File: config.mk
export PLATFORM = sky130hd
export DESIGN_NAME = led_sequencer
export DESIGN_NICKNAME = d
export VERILOG_FILES = /design/src/rtl/led_pkg.sv /design/src/rtl/button_debounce.sv /design/src/rtl/led_sequencer.sv
export SDC_FILE = /design/constraint.sdc
export NUM_CORES = 1
export LEC_CHECK = 0
export CORE_UTILIZATION = 50
export CTS_CLUSTER_SIZE = 8
export DETAILED_ROUTE_END_ITERATION = 12
export DONT_BUFFER_PORTS = 1
export GPL_ROUTABILITY_DRIVEN = 0
export PLACE_DENSITY = 0.74
export SLEW_MARGIN = 20
export SYNTH_ARGS = -nofsm -noshare
export SYNTH_HDL_FRONTEND = slang
export SYNTH_SLANG_ARGS = --single-unit
File: constraint.sdc
create_clock -name Clock -period 6.82 [get_ports Clock]
set_input_delay 1.364 -clock Clock [delete_from_list [all_inputs] [get_ports Clock]]
set_output_delay 1.364 -clock Clock [all_outputs]
set_load 0.1 [all_outputs]
File: src/rtl/led_pkg.sv
// Shared types, constants and pattern helpers for the LED sequencer.
package led_pkg;

    // Pattern modes, in the order the MODE button cycles through them
    typedef enum logic [1:0] {
        MODE_UP    = 2'd0,
        MODE_DOWN  = 2'd1,
        MODE_CHASE = 2'd2,
        MODE_BLINK = 2'd3
    } mode_t;

    // Pattern loaded when a mode is entered
    localparam logic [3:0] INIT_UP    = 4'h0;
    localparam logic [3:0] INIT_DOWN  = 4'hF;
    localparam logic [3:0] INIT_CHASE = 4'h1;
    localparam logic [3:0] INIT_BLINK = 4'h0;

    // Flip-flops in each button synchronizer chain
    localparam int SYNC_STAGES = 2;

    // Button slots in the debouncer array
    localparam int BTN_MODE  = 0;
    localparam int BTN_PAUSE = 1;
    localparam int BTN_COUNT = 2;

    // Pattern after one tick in the given mode
    function automatic logic [3:0] next_pattern(input mode_t mode, input logic [3:0] pattern);
        logic [3:0] result;
        result = pattern;
        case (mode)
            MODE_UP:    result = pattern + 4'd1;
            MODE_DOWN:  result = pattern - 4'd1;
            MODE_CHASE: result = {pattern[2:0], pattern[3]};
            MODE_BLINK: result = ~pattern;
            default:    result = pattern;
        endcase
        return result;
    endfunction

    // Pattern shown on entry to a mode
    function automatic logic [3:0] init_pattern(input mode_t mode);
        logic [3:0] result;
        result = INIT_UP;
        case (mode)
            MODE_UP:    result = INIT_UP;
            MODE_DOWN:  result = INIT_DOWN;
            MODE_CHASE: result = INIT_CHASE;
            MODE_BLINK: result = INIT_BLINK;
            default:    result = INIT_UP;
        endcase
        return result;
    endfunction

    // Mode that follows the given one, wrapping BLINK back to UP
    function automatic mode_t next_mode(input mode_t mode);
        return mode_t'(mode + 2'd1);
    endfunction

endpackage

File: src/rtl/button_debounce.sv
// Synchronizes a raw push-button, debounces it and emits a one-cycle
// pulse on each accepted press (0->1 of the debounced level).
import led_pkg::*;

module button_debounce #(
    parameter int unsigned DEBOUNCE_CYCLES = 270_000
) (
    input  logic Clock,
    input  logic Reset_n,
    input  logic raw_in,
    output logic level,
    output logic press
);

    // Counter only needs to reach DEBOUNCE_CYCLES-1 before the flip
    localparam int CNT_W = (DEBOUNCE_CYCLES > 1) ? $clog2(DEBOUNCE_CYCLES) : 1;
    localparam logic [CNT_W-1:0] CNT_LAST = CNT_W'(DEBOUNCE_CYCLES - 1);

    logic [SYNC_STAGES-1:0] sync_reg;
    logic [CNT_W-1:0]       cnt_reg;
    logic                   level_reg;
    logic                   prev_reg;
    logic                   press_reg;

    logic sync_level;
    assign sync_level = sync_reg[SYNC_STAGES-1];

    // Bring the asynchronous button into the Clock domain
    always_ff @(posedge Clock or negedge Reset_n) begin
        if (!Reset_n) begin
            sync_reg <= '0;
        end else begin
            sync_reg <= {sync_reg[SYNC_STAGES-2:0], raw_in};
        end
    end

    // Accept a new level only after DEBOUNCE_CYCLES consecutive differing samples
    always_ff @(posedge Clock or negedge Reset_n) begin
        if (!Reset_n) begin
            cnt_reg   <= '0;
            level_reg <= 1'b0;
        end else if (sync_level == level_reg) begin
            cnt_reg <= '0;
        end else if (cnt_reg == CNT_LAST) begin
            cnt_reg   <= '0;
            level_reg <= ~level_reg;
        end else begin
            cnt_reg <= cnt_reg + CNT_W'(1);
        end
    end

    // Registered rising-edge detect on the debounced level; releases give no pulse
    always_ff @(posedge Clock or negedge Reset_n) begin
        if (!Reset_n) begin
            prev_reg  <= 1'b0;
            press_reg <= 1'b0;
        end else begin
            prev_reg  <= level_reg;
            press_reg <= level_reg & ~prev_reg;
        end
    end

    assign level = level_reg;
    assign press = press_reg;

endmodule

File: src/rtl/led_sequencer.sv
// LED bank controller: tick timebase, mode/run control and 4-bit pattern
// register, driven by debounced MODE and PAUSE buttons.
import led_pkg::*;

module led_sequencer #(
    parameter int unsigned TICK_MAX        = 13_500_000,
    parameter int unsigned DEBOUNCE_CYCLES = 270_000
) (
    input  logic       Clock,
    input  logic       Reset_n,
    input  logic       Button_mode,
    input  logic       Button_pause,
    output logic [3:0] IO_voltage,
    output logic [1:0] Mode,
    output logic       Running
);

    localparam int TICK_W = (TICK_MAX > 1) ? $clog2(TICK_MAX) : 1;
    localparam logic [TICK_W-1:0] TICK_LAST = TICK_W'(TICK_MAX - 1);

    logic [BTN_COUNT-1:0] btn_raw;
    logic [BTN_COUNT-1:0] btn_press;
    logic [BTN_COUNT-1:0] btn_level_unused;

    logic [TICK_W-1:0] tick_cnt_reg;
    mode_t             mode_reg;
    logic [3:0]        pattern_reg;
    logic              running_reg;

    logic mode_press;
    logic pause_press;
    logic tick;

    assign btn_raw[BTN_MODE]  = Button_mode;
    assign btn_raw[BTN_PAUSE] = Button_pause;

    // One synchronizer/debouncer per button; only the press pulses are consumed here
    generate
        for (genvar gi = 0; gi < BTN_COUNT; gi++) begin : g_button
            button_debounce #(
                .DEBOUNCE_CYCLES(DEBOUNCE_CYCLES)
            ) u_debounce (
                .Clock   (Clock),
                .Reset_n (Reset_n),
                .raw_in  (btn_raw[gi]),
                .level   (btn_level_unused[gi]),
                .press   (btn_press[gi])
            );
        end
    endgenerate

    assign mode_press  = btn_press[BTN_MODE];
    assign pause_press = btn_press[BTN_PAUSE];
    assign tick        = running_reg && (tick_cnt_reg == TICK_LAST);

    // Tick timebase: restarts on a mode change, holds its place while paused
    always_ff @(posedge Clock or negedge Reset_n) begin
        if (!Reset_n) begin
            tick_cnt_reg <= '0;
        end else if (mode_press) begin
            tick_cnt_reg <= '0;
        end else if (running_reg) begin
            if (tick_cnt_reg == TICK_LAST) begin
                tick_cnt_reg <= '0;
            end else begin
                tick_cnt_reg <= tick_cnt_reg + TICK_W'(1);
            end
        end
    end

    // Mode, run state and pattern; a mode change overrides a same-cycle step
    always_ff @(posedge Clock or negedge Reset_n) begin
        if (!Reset_n) begin
            mode_reg    <= MODE_UP;
            pattern_reg <= INIT_UP;
            running_reg <= 1'b1;
        end else begin
            if (mode_press) begin
                mode_reg    <= next_mode(mode_reg);
                pattern_reg <= init_pattern(next_mode(mode_reg));
            end else if (tick) begin
                pattern_reg <= next_pattern(mode_reg, pattern_reg);
            end
            if (pause_press) begin
                running_reg <= ~running_reg;
            end
        end
    end

    assign IO_voltage = pattern_reg;
    assign Mode       = mode_reg;
    assign Running    = running_reg;

endmodule

==> reports/qor.csv, run 1 <==
metric;value;unit
slowest_stage;dfrtp_1;
hold_viol_final;0;
ys_seq_area_frac;0.484;
grt_usage;0.181;
grt_overflow_total;0;
ys_ff_latch;79;
root_buffer;clkbuf_8;
syn-cell-area;0.00409;mm²
yosysUniqueCellTypes;47;
fin_crit;2.95;ns
p_switching;0.000190;W
coreArea;0.00781;mm²
path_cells;ha_1 -> or4b_4 -> and4_4 -> mux2_4 -> a2111oi_4 -> o31ai_1;
ys_warn_count;0;
nets;422;
swShare;0.227;
slowest_delay;1.06;ns
route.detailed.drc;0;
synth_mux_area_frac;0.0331;
diodes;0;
syn_nets;426;
clk_latency;0.36;ns
avgViaCountPerCell;5.55;
io_buffers;0;
async_reset_ff_frac;1.00;
rsz0062_at_grt;no;
hold-worst-slack;0.354;ns
worst-setup-path-type;reg -> reg;
grt_pass1_vias;2734;
finalSetupViolCount;0;
fin_tns_setup;0;ns
cts_setup_buffers;0;
vias;2863;
synthAdderAreaFrac;0.0276;
worst_ep_arrival_time;3.17;ns
synth_top_family_by_area;simple AND/OR/NAND/NOR gates;
fin_skew;0.00974;ns
nFillCells;669;
critPathLaunchType;flip-flop;
worstPathMaxFanout;7;
cts.hold.buffers_added;0;
grt_pass1_wl;12400;µm
max_freq;339;MHz
synth_edf_count;0;
leakage;1.86;nW
pwr-share-comb;0.011;
cts.sinks;79;
power_density;193;mW/mm²
cts_buffers;9;
die_h;92.4;µm
wl_per_cell;13.5;µm
area_growth;6.25;%
die_area;0.00854;mm²
run_status;finished clean;
largest_register_ffs;38;
cts.clk_slew.worst_paths;0.09;ns
io_pins;11;
cts_resized;0;
hp-class;reg -> reg;
cts_tree;built;
cts-htree-levels;3;
sequentialPowerShare;0.569;
finalCritPeriodShare;0.433;
slew_viol_final;0;
internal-power;0.000646;W
synth_compound_area_frac;0.0579;
crit_required;7.04;ns
max_cap_viol_count;0;
path_buf_inv;0;
worst_slack;3.87;ns
critPathTopFamily;flip-flops;
worstSetupEndpointType;flip-flop;
maxSlewHeadroom;0.251;
synth_cells;413;
routed_wl;6970;µm
preCtsSetupSlack;3.88;ns
fp.dieW;92.4;µm
dpl.hpwl;4580;µm
tightest_slew;1.12;ns
rows;32;
layout-drive-gt1-share;0.0845;
clkPwrFrac;0.420;
start_util;0.523;
synthSimpleGateAreaFrac;0.256;
detail-route-antenna-nets;0;
grt_max_degree;80;
synth_xor_area_frac;0.114;
antenna_found_initial;0;
clk_path_buf_depth;2;
syn_avg_cell_area;9.89;µm²
ir_worst_vdd;0.000102;V
synth_ff_type;dfrtp_1;
first_iter_violations;126;
first_pass_iters;4;
-- metal layers --
| metal | GRT usage | up-vias | part of all wire |
|---|---|---|---|
| li1 | - | 1427 | - |
| met1 | 0.237 | 1390 | 0.49 |
| met2 | 0.288 | 36 | 0.46 |
| met3 | 0.0484 | 10 | 0.035 |
| met4 | 0.0612 | 0 | 0.013 |
| met5 | 0 | - | 0 |
-- layout by cell type, fill, tap and decap left out, types with 3 or more instances in the layout --
cell type	netlist	final
dfrtp_1	78	78
nor2_1	68	68
nand3_1	37	37
xor2_1	35	35
nand4_1	24	24
nand2_1	22	22
xnor2_1	18	18
inv_1	12	12
and3_1	9	9
a21oi_1	9	9
ha_1	9	9
clkbuf_8	0	9
mux2_2	8	8
nor3_1	7	7
o21ai_0	7	7
nand2b_1	6	6
and4_1	5	5
a31oi_1	5	5
nor4_1	3	3
o31ai_1	3	3
o21ai_1	3	3
mux2i_1	3	3
clkinvlp_4	0	3
-- cell families after synthesis --
family                     Yosys count
AOI/OAI and AO/OA                   35
xor gates and xnor gates            53
muxes                               12
adders and majority gates            9
and+or+nand+nor                    198
DFF                                 79
buffers and inverters               27
-- final timing paths --
path | start | to | slack [ns] | cells past startpoint
worst max-delay path | Mode[0] | IO_voltage[3] | 3.87 | 6
worst min-delay path | g_button[0].u_debounce.sync_reg[0] | g_button[0].u_debounce.sync_reg[1] | 0.35 | 0
worst max register to register | Mode[0] | IO_voltage[3] | 3.87 | 6
worst min register to register | g_button[0].u_debounce.sync_reg[0] | g_button[0].u_debounce.sync_reg[1] | 0.35 | 0
max in group asynchronous | Reset_n | Running | 5.94 | 0
min in group asynchronous | Reset_n | IO_voltage[2] | 0.69 | 0
-- power groups by stage --
stage	Clock (W)	Sequential, W	Combinational (W)
2_1_floorplan	0	0.000484	0.00000827
3_3_place_gp	0	0.000485	0.00000902
3_5_place_dp	0	0.000485	0.00000934
4_1_cts	0.000358	0.000476	0.00000941
5_1_grt	0.000380	0.000476	0.0000108
6_report	0.000351	0.000475	0.00000930
-- through the flow --
step / cell area [µm²] / power [W] / instances / utilization
3_3_place_gp: 4140 / 0.000494 / 500 / 0.531
6_report: 4340 / 0.000836 / 516 / 0.556
5_1_grt: 4340 / 0.000867 / 516 / 0.556
3_5_place_dp: 4140 / 0.000494 / 500 / 0.531
2_1_floorplan: 4090 / 0.000492 / 413 / -
4_1_cts: 4340 / 0.000843 / 516 / 0.556
-- synth_stat cells, drive strengths merged, types with 8 or more instances --
cell,instances,area share
dfrtp,78,0.48
nor2,68,0.062
nand3,37,0.045
xor2,35,0.075
nand4,25,0.040
nand2,22,0.020
xnor2,18,0.039
inv,12,0.011
o21ai,10,0.012
a21oi,9,0.011
and3,9,0.014
ha,9,0.028
mux2,9,0.026
clkbuf,8,0.0073
nor3,8,0.011
-- layout make-up --
class	instances	area, µm²	share of cell area
clock inverter	6	70.1	0.0161
multi-input combinational	307	1990	0.459
inverter	12	45.0	0.0104
clock buffer	10	128	0.0294
tap	102	128	0.0294
sequential	79	1980	0.456
Note: power is estimated with default switching activity, not from simulation.
==> inputs of run 2 (changes only) <==
- clock period: 6.82 -> 2.8 ns (I/O delays scaled with it)
==> reports/qor.csv, run 2 (same netlist as run 1, synthesis figures left out) <==
metric;value;unit
hp-class;in -> async;
first_pass_iters;4;
max_cap_viol_count;0;
final_cells;525;
cts_resized;0;
die_area;0.00854;mm²
cts.hold.buffers_added;1;
worstSetupEndpointType;flip-flop;
diodes;0;
worst_ep_arrival_time;2.51;ns
root_buffer;clkbuf_8;
grt_max_degree;79;
detail-route-antenna-nets;0;
final_common_cell;dfrtp_1;
maxSlewHeadroom;0.477;
start_util;0.523;
final_cell_mix;77 x dfrtp_1, 68 x nor2_1, 37 x nand3_1, 35 x xor2_1, 24 x nand4_1;
antenna_found_initial;0;
grt_overflow_total;0;
slew_viol_final;0;
rows;32;
finish.utilization;0.569;
leakage;1.93;nW
fin_crit;2.28;ns
fp.dieW;92.4;µm
dpl.hpwl;4930;µm
layout-drive-gt1-share;0.106;
rsz0062_at_grt;no;
cts_buffers;9;
worst-setup-path-type;reg -> reg;
grt_pass1_wl;13000;µm
coreArea;0.00781;mm²
largest_register_ffs;38;
avgViaCountPerCell;5.63;
area_growth;8.70;%
tightest_slew;0.781;ns
cts.clk_slew.worst_paths;0.08;ns
worstPathMaxFanout;5;
worst_r2r_startpoint;Mode[1];
clk_path_buf_depth;2;
finalSetupViolCount;0;
wl_per_cell;14.0;µm
route.detailed.drc;0;
cts_tree;built;
first_iter_violations;160;
max_freq;439;MHz
vias;2957;
dp_cells;508;
run_status;finished clean;
power_density;466;mW/mm²
grt_usage;0.192;
ir_worst_vdd;0.000393;V
io_buffers;0;
cp-startpoint;Mode[1];
critPathLaunchType;flip-flop;
io_pins;11;
hold_viol_final;0;
die_h;92.4;µm
grt_pass1_vias;2841;
cts_setup_buffers;0;
clk_latency;0.35;ns
final_cell_area;0.00444;mm²
placedInstanceArea;0.00421;mm²
nets;431;
crit_required;3.03;ns
fin_skew;0.00776;ns
p_total;0.00207;W
cts-htree-levels;3;
fin_tns_setup;0;ns
routed_wl;7370;µm
finalCritPeriodShare;0.814;
cts.sinks;79;
[run 2: cell types whose count changed in the layout (fill, tap and decap cells not counted)]
| cell | change |
|---|---|
| buf_4 | +8 |
| clkbuf_8 | +2 |
| buf_16 | +1 |
| clkinvlp_4 | -1 |
| dfrtp_1 | -1 |
| dfrtp_2 | +1 |
| inv_6 | -1 |
[run 2: area by class of cell]
| class | instances | area [µm²] |
|---|---|---|
| Sequential cell | 79 | 1980 |
| Clock inverter | 4 | 53.8 |
| Multi-Input combinational cell | 307 | 1990 |
| Inverter | 12 | 45.0 |
| Timing Repair Buffer | 9 | 87.6 |
| Clock buffer | 12 | 155 |
| Tap cell | 102 | 128 |
| Fill cell | 693 | 3370 |
[run 2: final timing paths]
check / endpoint / slack, ns / cells past startpoint
max in group asynchronous: Mode[0] / 2.38 / 1
max: IO_voltage[3] / 0.52 / 7
min reg2reg: g_button[1].u_debounce.sync_reg[1] / 0.36 / 0
min in group Clock: g_button[0].u_debounce.sync_reg[0] / 0.23 / 0
min: Running / 0.05 / 0
max reg2reg: IO_voltage[3] / 0.52 / 7
[run 2: critical path: stages, from the launching register on]
cell	delay (ns)
dfrtp_1	0.41
inv_1	0.13
ha_1	0.26
or4b_4	0.49
and4_4	0.18
mux2_4	0.28
a2111oi_4	0.31
o31ai_1	0.10
[run 2: metal layers]
metal / vias up / global-route usage / wire length (µm)
met3: 6 / 0.0468 / 288
met5: - / 0 / 0
met2: 53 / 0.318 / 3610
li1: 1453 / - / -
met4: 0 / 0.0508 / 66
met1: 1445 / 0.251 / 3400
[run 2: where the power goes]
group          leakage (nW)  internal (W)  switching, W
clock                0.0988      0.000462      0.000402
combinational         0.746     0.0000120     0.0000344
sequential             1.08       0.00115    0.00000847
[run 2: metrics by stage]
stage	hold WS, ns	worst slack [ns]
global route	0.0229	0.420
detailed placement	0.267	0.523
global placement	0.267	0.622
floorplan	0.264	0.130
CTS	0.0320	0.509
finish	0.0506	0.522
